## src/rtl/pwm_pkg.sv

```systemverilog
// Shared definitions for the PWM duty sequencer family.
//   DUTY_W_DEF : default duty width, matching pwm_controller's duty input
//   US_PER_MS  : microsecond ticks per millisecond tick
//   state_t    : ramp sequencer state encoding
package pwm_pkg;
  localparam int DUTY_W_DEF = 7;
  localparam int US_PER_MS  = 1000;

  typedef enum logic [1:0] {
    ST_IDLE = 2'd0,
    ST_RAMP = 2'd1,
    ST_DONE = 2'd2
  } state_t;
endpackage

```

## src/rtl/pwm_ms_tick.sv

```systemverilog
// Millisecond tick generator: a SYS_FREQ-cycle microsecond prescaler feeding
// a US_PER_MS microsecond counter.
//   clk, reset_p : clock, synchronous active-high reset
//   clr          : synchronous clear of both prescalers (restart the ms period)
//   ms_tick      : one-cycle pulse every US_PER_MS * SYS_FREQ cycles after clr
module pwm_ms_tick
  import pwm_pkg::*;
#(
  parameter int SYS_FREQ = 125
) (
  input  logic clk,
  input  logic reset_p,
  input  logic clr,
  output logic ms_tick
);
  // SYS_FREQ=1 would give a zero-width counter; keep at least one bit.
  localparam int US_W = (SYS_FREQ > 1) ? $clog2(SYS_FREQ) : 1;
  localparam int MS_W = $clog2(US_PER_MS);

  logic [US_W-1:0] us_cnt;
  logic [MS_W-1:0] ms_cnt;
  logic            us_tick;

  assign us_tick = (us_cnt == US_W'(SYS_FREQ - 1));
  assign ms_tick = us_tick && (ms_cnt == MS_W'(US_PER_MS - 1));

  always_ff @(posedge clk) begin
    if (reset_p || clr) begin
      us_cnt <= '0;
      ms_cnt <= '0;
    end else if (us_tick) begin
      us_cnt <= '0;
      ms_cnt <= ms_tick ? '0 : ms_cnt + 1'b1;
    end else begin
      us_cnt <= us_cnt + 1'b1;
    end
  end
endmodule

```

## src/rtl/pwm_duty_ramp.sv

```systemverilog
// Soft-start / soft-stop duty sequencer in front of pwm_controller. Accepts a
// target duty and a per-LSB step period, then walks the live duty toward the
// target one LSB per step.
//   clk, reset_p          : clock, synchronous active-high reset
//   cmd_valid/cmd_ready   : command handshake (ready only in IDLE)
//   cmd_duty, cmd_step_ms : target duty, ms per LSB step (0 = jump now)
//   abort                 : leave a ramp, holding the present duty
//   duty                  : registered live duty
//   busy                  : ramp in progress
//   done                  : one-cycle pulse when duty reaches the target
module pwm_duty_ramp
  import pwm_pkg::*;
#(
  parameter int SYS_FREQ  = 125,
  parameter int DUTY_W    = DUTY_W_DEF,
  parameter int INIT_DUTY = 0
) (
  input  logic              clk,
  input  logic              reset_p,
  input  logic              cmd_valid,
  output logic              cmd_ready,
  input  logic [DUTY_W-1:0] cmd_duty,
  input  logic [7:0]        cmd_step_ms,
  input  logic              abort,
  output logic [DUTY_W-1:0] duty,
  output logic              busy,
  output logic              done
);
  state_t            state, state_n;
  logic [DUTY_W-1:0] target;
  logic [7:0]        step;
  logic [7:0]        step_cnt;
  logic              ms_tick;
  logic              imm;
  logic              step_hit;
  logic [DUTY_W-1:0] duty_nxt;

  // Prescalers free-run only while ramping, so every accept restarts the
  // first step period at zero.
  pwm_ms_tick #(.SYS_FREQ(SYS_FREQ)) u_ms_tick (
    .clk     (clk),
    .reset_p (reset_p),
    .clr     ((state != ST_RAMP) || abort),
    .ms_tick (ms_tick)
  );

  assign imm      = (cmd_duty == duty) || (cmd_step_ms == 8'd0);
  // step is never 0 in RAMP, so step-1 cannot wrap.
  assign step_hit = ms_tick && (step_cnt == step - 8'd1);
  // duty != target in RAMP, so neither direction can overshoot or wrap.
  assign duty_nxt = (duty < target) ? duty + 1'b1 : duty - 1'b1;

  assign cmd_ready = (state == ST_IDLE);
  assign busy      = (state == ST_RAMP);
  assign done      = (state == ST_DONE);

  always_comb begin
    state_n = state;
    case (state)
      ST_IDLE: if (cmd_valid) state_n = imm ? ST_DONE : ST_RAMP;
      ST_RAMP: begin
        if (abort)                             state_n = ST_IDLE;
        else if (step_hit && duty_nxt == target) state_n = ST_DONE;
      end
      ST_DONE: state_n = ST_IDLE;
      default: state_n = ST_IDLE;
    endcase
  end

  always_ff @(posedge clk) begin
    if (reset_p) begin
      state    <= ST_IDLE;
      duty     <= DUTY_W'(INIT_DUTY);
      target   <= '0;
      step     <= '0;
      step_cnt <= '0;
    end else begin
      state <= state_n;
      case (state)
        ST_IDLE: begin
          if (cmd_valid) begin
            target   <= cmd_duty;
            step     <= cmd_step_ms;
            step_cnt <= '0;
            // Immediate commands land the target on entry to DONE.
            if (imm) duty <= cmd_duty;
          end
        end
        ST_RAMP: begin
          if (abort) begin
            step_cnt <= '0;
          end else if (ms_tick) begin
            if (step_hit) begin
              step_cnt <= '0;
              duty     <= duty_nxt;
            end else begin
              step_cnt <= step_cnt + 1'b1;
            end
          end
        end
        default: ;
      endcase
    end
  end
endmodule

```

## config.mk

```make
export PLATFORM = sky130hd
export DESIGN_NAME = pwm_duty_ramp
export DESIGN_NICKNAME = d
export VERILOG_FILES = /design/src/rtl/pwm_pkg.sv /design/src/rtl/pwm_ms_tick.sv /design/src/rtl/pwm_duty_ramp.sv
export SDC_FILE = /design/constraint.sdc
export NUM_CORES = 1
export LEC_CHECK = 0
export CORE_AREA = 2 2 96 98
export DETAILED_ROUTE_END_ITERATION = 6
export DIE_AREA = 0 0 98 100
export SLEW_MARGIN = 30
export SYNTH_ARGS = -nofsm -noshare
export SYNTH_HDL_FRONTEND = slang
export SYNTH_HIERARCHICAL = 1
export SYNTH_SLANG_ARGS = --single-unit
```

## constraint.sdc

```tcl
create_clock -name clk -period 3 [get_ports clk]
set_clock_uncertainty 0.05 [all_clocks]
set_input_delay 0.3 -clock clk [delete_from_list [all_inputs] [get_ports clk]]
set_output_delay 0.3 -clock clk [all_outputs]
set_load 0.02 [all_outputs]
```

==> flow_metrics.tcl, run 1 <==
set metrics [dict create \
    status "completed" \
    grt_max_degree 28 \
    gp_congestion 0.8196 \
    hold_slack_ns 0.4189 \
    cts-buffers-inserted 5 \
    fin_area_um2 3796 \
    setup_violations 0 \
    maxSlewViolCount 0 \
    arrival_ns 3.07 \
    ys_ff_latch 49 \
    grt_pass1_vias 2652 \
    placedInstanceArea_um2 3568 \
    hold_buffers 0 \
    worst_pin_slew_ns 0.5843 \
    critPathCaptureType "flop" \
    groute.usage.overall 0.1556 \
    start_util 0.3402 \
    io_pins 29 \
    synth.top_cells.by_area "dfxtp_1 (32%), xnor2_1 (7.5%), ha_1 (7.0%), nand2_1 (6.8%), a21oi_1 (4.8%)" \
    synth-edff-count 0 \
    synth.cell_area_um2 3024 \
    drive_above_1_share 0.1836 \
    crit_type "reg2reg" \
    fmax_ghz 0.3411 \
    die_h_um 100 \
    cts.htree.levels 2 \
    area_growth_pct 25.53 \
    avgSynthCellArea_um2 8.240 \
    synthArstFlopShare 0 \
    synth_flop_cell "dfxtp_1" \
    synth_nets 404 \
    setup_slack_ns 0.06871 \
    antenna_found_initial 0 \
    multi_input_area_um2 2044 \
    clock_latency_ns 0.30 \
    yosysTopAreaCell "dfxtp_1" \
    crit_path_max_fanout 3 \
    irDropWorstVdd_v 0.0001473 \
    nets 451 \
    hold_class "reg2reg" \
    routed_wl_mm 7.552 \
    post-route-drc-count 0 \
    crit_required_ns 3.14 \
    max_cap_viol_count 0 \
    synth_cells 367 \
    grt_pass1_wl_mm 12.55 \
    fillers 897 \
    dieArea_um2 9800 \
    max-clock-path-buffers 2 \
    vias_per_cell 5.095 \
    wire_per_inst_um 14.38 \
    core_area_um2 8890 \
    post-place-ws_ns -0.08795 \
    antenna_cells 0 \
    yosysUniqueCellTypes 57 \
    clk_pin_slew_ns 0.09 \
    drt-pass1-iter-count 4 \
    powerDensity_nw_per_um2 374.9 \
    cts.sinks 49 \
    yosysSeqAreaShare 0.3244 \
    period_needed_ns 2.931 \
    rsz0062_at_grt "yes" \
    dr.first_iter.drc_count 58 \
    synth_top_area_frac 0.3244 \
    maxSlewHeadroom 0.6096 \
    root_buffer "clkbuf_8" \
    leakagePower_nw 1.390 \
    hold_violations 0 \
    dp.final_hpwl_mm 5.719 \
    ys_warn_count 6 \
    fin_total_pwr_mw 1.423 \
    io_buffers 28 \
    regArea_um2 991.0 \
    detail-route-antenna-nets 0 \
    start_kind "flop" \
    timing.final.crit_share 0.9771 \
    vias 2675 \
    row_count 35 \
    cts_tree "built" \
    die_width_um 98 \
    grt_overflow 0 \
]
-- worst paths after layout --
path	start	to	slack (ns)	cells after the start
worst max-delay path	target[6]	state[0]	0.07	12
worst min-delay path	target[4]	target[4]	0.42	2
worst max register to register	target[6]	state[0]	0.07	12
worst min register to register	target[4]	target[4]	0.42	2
-- Yosys cell counts (6+ instances only) --
master,count
clkbuf_1,8
nand4_1,8
inv_1,19
ha_1,17
xnor2_1,26
dfxtp_1,49
nor3_1,11
xor2_1,15
o21ai_0,13
a21o_1,7
nor2_1,26
a21oi_1,29
nand3_1,12
nand2_1,55
and2_1,6
-- power by group --
group | internal (mW) | switching (mW)
Combinational | 0.168 | 0.168
Sequential | 0.666 | 0.0174
Clock | 0.183 | 0.221
-- critical path, cell delays in order (launching register included) --
cell and delay [ns]:
dfxtp_2 0.36, inv_1 0.07, ha_4 0.27, nand4_1 0.14
a21oi_2 0.22, nor3_4 0.08, fa_2 0.54, xnor2_1 0.06
or4_1 0.54, nor2_2 0.13, nand4_1 0.13, o21ai_1 0.16
a21oi_1 0.07
-- layer usage --
metal  global-route usage  vias to the layer above  routed length, um
li1                     -                     1368                  -
met1               0.1983                     1249               3636
met2               0.2645                       44               3525
met3              0.03482                       14                277
met4              0.04701                        0                113
met5                    0                        -                  0
-- area by class of cell --
class	instances	share of cell area
Multi-Input combinational cell	287	0.5386
Sequential cell	49	0.2610
Timing Repair Buffer	52	0.1213
Tap cell	111	0.03659
Clock buffer	6	0.02175
Inverter	19	0.01879
Clock inverter	1	0.001978
-- cells by family (layout without fill, tap and decap cells) --
logic type / after synthesis / in the layout / synth area share
adders and majority gates: 18 / 18 / 0.07695
buffers and inverters: 31 / 78 / 0.04344
AOI/OAI and AO/OA: 72 / 72 / 0.1527
DFF: 49 / 49 / 0.3244
muxes: 1 / 1 / 0.003310
and+or+nand+nor: 152 / 152 / 0.2582
xor gates and xnor gates: 44 / 44 / 0.1411
-- sequential cells by signal (all words and copies together), names as in the netlist --
register	cells
u_ms_tick/ms_cnt	10
step	8
step_cnt	8
duty	7
target	7
u_ms_tick/us_cnt	7
state	2
-- through the flow --
| step | std cells | util | TNS (ns) |
|---|---|---|---|
| 4_1_cts | 522 | 0.4142 | 0 |
| 6_report | 525 | 0.4270 | 0 |
| 5_1_grt | 525 | 0.4270 | -0.06236 |
| 3_3_place_gp | 515 | 0.4014 | -0.005823 |
| 2_1_floorplan | 367 | - | 0 |
| 3_5_place_dp | 515 | 0.4014 | -0.1992 |
-- timing repair --
item,in CTS,in global routing
gates resized for setup,6,23
pin swaps,5,11
setup endpoints to repair,3,5
endpoints found under the hold margin,0,0
setup buffers,0,3
-- layout by cell type, fill, tap and decap left out, types with 7 or more instances in the layout --
master           instances
a21o_1                   7
a21oi_1                 25
buf_4                   24
clkdlybuf4s50_1         28
dfxtp_1                 41
dfxtp_2                  8
ha_1                    11
inv_1                   16
nand2_1                 55
nand3_1                 12
nand4_1                  8
nor2_1                  24
nor3_1                   8
o21ai_0                 11
xnor2_1                 25
xor2_1                  15
Power figures use the tool's default switching activity.
==> run 2, diff against run 1 <==
ABC_AREA = 1   (was not set)
CORE_AREA = 2 2 100 102   (was 2 2 96 98)
DIE_AREA = 0 0 102 104   (was 0 0 98 100)
HOLD_SLACK_MARGIN = 0.05   (was not set)
clock period = 3.14 ns   (was 3 ns; I/O delays follow)
==> run 2 against run 1 <==
Against the previous run:
- non-clock buffer count shrank 18
- combinational power grew to 2.8 times the previous value
- critical endpoint is now state[1]
- power grew 44%
- worst setup slack gained 0.21 ns
- cell count grew 24%
- hold slack gained 0.016 ns
- count of clock-buffer cells in the layout grew 1
- die area grew 8.2%
- sequential share of layout area shrank 0.47 points
- critical path type unchanged
- register-to-register slack gained 0.21 ns
- highest routed layer unchanged
- fmax grew 2.4%
==> flow_metrics.tcl, run 2 <==
set metrics [dict create \
    synth.top_cells.by_area "dfxtp_1 (30%), nand2_1 (12%), inv_1 (6.9%), ha_1 (6.5%), nor2_1 (6.2%)" \
    cts.htree.levels 2 \
    synth-edff-count 0 \
    gp_congestion 0.8359 \
    post-route-drc-count 0 \
    hold_slack_ns 0.4353 \
    hold_violations 0 \
    die_width_um 102 \
    critPathCaptureType "flop" \
    dieArea_um2 10610 \
    vias_per_cell 4.758 \
    slowest_stage "ha_1" \
    max-clock-path-buffers 2 \
    final_core_util 0.4028 \
    powerDensity_nw_per_um2 533.0 \
    dr.first_iter.drc_count 170 \
    routed_wl_mm 7.753 \
    root_buffer "clkbuf_8" \
    crit_family "simple AND/OR/NAND/NOR gates" \
    dp.final_hpwl_mm 6.033 \
    crit_required_ns 3.33 \
    vias 3107 \
    crit_type "reg2reg" \
    largest_reg_flops 10 \
    start_util 0.3413 \
    placed_cells 646 \
    maxSlewViolCount 0 \
    cts-buffers-inserted 5 \
    cts.sinks 49 \
    hold_buffers 0 \
    yosysUniqueCellTypes 36 \
    rrSetupSlack_ns 0.28 \
    drive_above_1_share 0.1038 \
    wire_per_inst_um 11.87 \
    max_cap_viol_count 0 \
    crit_path_max_fanout 8 \
    max_stage_delay_ns 0.36 \
    yosys-top-cells-count "nand2_1 (106), inv_1 (60), nor2_1 (54)" \
    yosysMostFrequentCell "nand2_1" \
    ys_warn_count 6 \
    synthArstFlopShare 0 \
    yosysSeqAreaShare 0.3010 \
    rsz0062_at_grt "no" \
    period_needed_ns 2.864 \
    detail-route-antenna-nets 0 \
    leakagePower_nw 1.692 \
    antenna_cells 0 \
    antenna_found_initial 0 \
    irDropWorstVdd_v 0.0001997 \
    timing.final.crit_share 0.9120 \
    clock_latency_ns 0.31 \
    fin_tns_setup_ns 0 \
    start_kind "flop" \
    die_h_um 104 \
    groute.usage.overall 0.1520 \
    row_count 36 \
    synth_cells 486 \
    maxSlewHeadroom 0.6209 \
    final_cells 653 \
    grt_pass1_vias 2991 \
    fin_total_pwr_mw 2.050 \
    io_pins 29 \
    clk_pin_slew_ns 0.09 \
    drt-pass1-iter-count 5 \
    nets 557 \
    setup_violations 0 \
    status "completed" \
    grt_pass1_wl_mm 13.16 \
    io_buffers 28 \
    mostFrequentLayoutCells "nand2_1 (104), inv_1 (60), nor2_1 (54)" \
    grt_max_degree 21 \
    grt_overflow 0 \
    synth.cell_area_um2 3259 \
    synth_nets 523 \
    path_cells "inv_1 -> ha_1 -> nand2_1 -> inv_1 -> a21oi_4 -> nand2_4 -> ha_1 -> a21oi_2 -> o21ai_0 -> nor2_1 -> nand3_1 -> nand3_1 -> nand2_1 -> inv_1 -> nand3_1 -> nand2_1 -> nand2_1 -> nor2_1" \
    avgSynthCellArea_um2 6.707 \
    final_common_cell "nand2_1" \
    hold_class "reg2reg" \
    critical_path.most_common_cell "nand2_1" \
    core_area_um2 9549 \
    synth_flop_cell "dfxtp_1" \
    worst_pin_slew_ns 0.5648 \
    cp_num_buf_inv 3 \
    yosysTopAreaCell "dfxtp_1" \
    fmax_ghz 0.3492 \
    area_growth_pct 18.00 \
    cts_tree "built" \
    reg.largest.list "u_ms_tick/ms_cnt x10, step x8, step_cnt x8" \
    regMostFlops "u_ms_tick/ms_cnt" \
    ys_ff_latch 49 \
    arrival_ns 3.05 \
    synth_top_area_frac 0.3010 \
]
==> run 2: cell types whose count changed in the layout (fill, tap and decap cells not counted), moves of 7 or more <==
cell | before | now
a21oi_1 | 25 | 35
buf_4 | 24 | 6
dfxtp_2 | 8 | 1
inv_1 | 16 | 60
nand2_1 | 55 | 104
nand3_1 | 12 | 38
nor2_1 | 24 | 54
o21ai_0 | 11 | 27
xnor2_1 | 25 | 10
==> run 2: metal layers <==
metal	part of all wire	track usage	wire, um	vias up
li1	-	-	-	1635
met5	0	0	0	-
met2	0.46	0.2392	3530	55
met1	0.48	0.2053	3727	1404
met3	0.040	0.02554	312	13
met4	0.023	0.06000	182	0
==> run 2: worst reg2reg max path, cell delays in order (launching register included) <==
cell and delay [ns]:
dfxtp_1 0.33, inv_1 0.07, ha_1 0.30, nand2_1 0.10, inv_1 0.07, a21oi_4 0.19, nand2_4 0.11, ha_1 0.36
a21oi_2 0.25, o21ai_0 0.12, nor2_1 0.20, nand3_1 0.14, nand3_1 0.11, nand2_1 0.06, inv_1 0.05, nand3_1 0.06
nand2_1 0.08, nand2_1 0.05, nor2_1 0.09
==> run 2: worst paths after layout <==
kind,depth (start not counted),start,endpoint
worst max-delay path,18,target[6],state[1]
worst min-delay path,1,u_ms_tick/us_cnt[0],u_ms_tick/us_cnt[0]
worst max register to register,18,target[6],state[1]
worst min register to register,1,u_ms_tick/us_cnt[0],u_ms_tick/us_cnt[0]
==> run 2: per-stage QoR <==
| stage | setup slack, ns | instance area (um2) |
|---|---|---|
| after global routing | 0.03056 | 3846 |
| after global placement | 0.1327 | 3724 |
| after detailed placement | 0.03955 | 3724 |
| after floorplan | 0.3124 | 3259 |
| final | 0.2763 | 3846 |
| after CTS | 0.09111 | 3812 |
==> run 2: repair_timing <==
action                     in CTS  in global routing
gates resized for setup         1                 10
setup endpoints to repair       1                  4
buffers inserted                0                  0
==> run 2: cells by family (layout without fill, tap and decap cells) <==
kind of cell | count (synthesis) | after routing | share of synthesized area
and+or+nand+nor | 240 | 240 | 0.3409
xor gates and xnor gates | 22 | 22 | 0.05912
DFF | 49 | 49 | 0.3010
adders and majority gates | 18 | 18 | 0.07140
AOI/OAI and AO/OA | 81 | 81 | 0.1397
buffers and inverters | 76 | 110 | 0.08791
==> run 2: layout make-up <==
type / instances / area [um2]
Timing Repair Buffer: 34 / 325.3
Fill cell: 1026 / 5703
Sequential cell: 49 / 985.9
Clock buffer: 7 / 86.33
Multi-Input combinational cell: 361 / 2023
Tap cell: 133 / 166.4
Inverter: 69 / 259.0
==> run 2: report_power, final <==
part           switching, mW  internal, mW
clock                  0.212         0.175
combinational          0.582         0.369
sequential            0.0451         0.666
total                  0.839          1.21
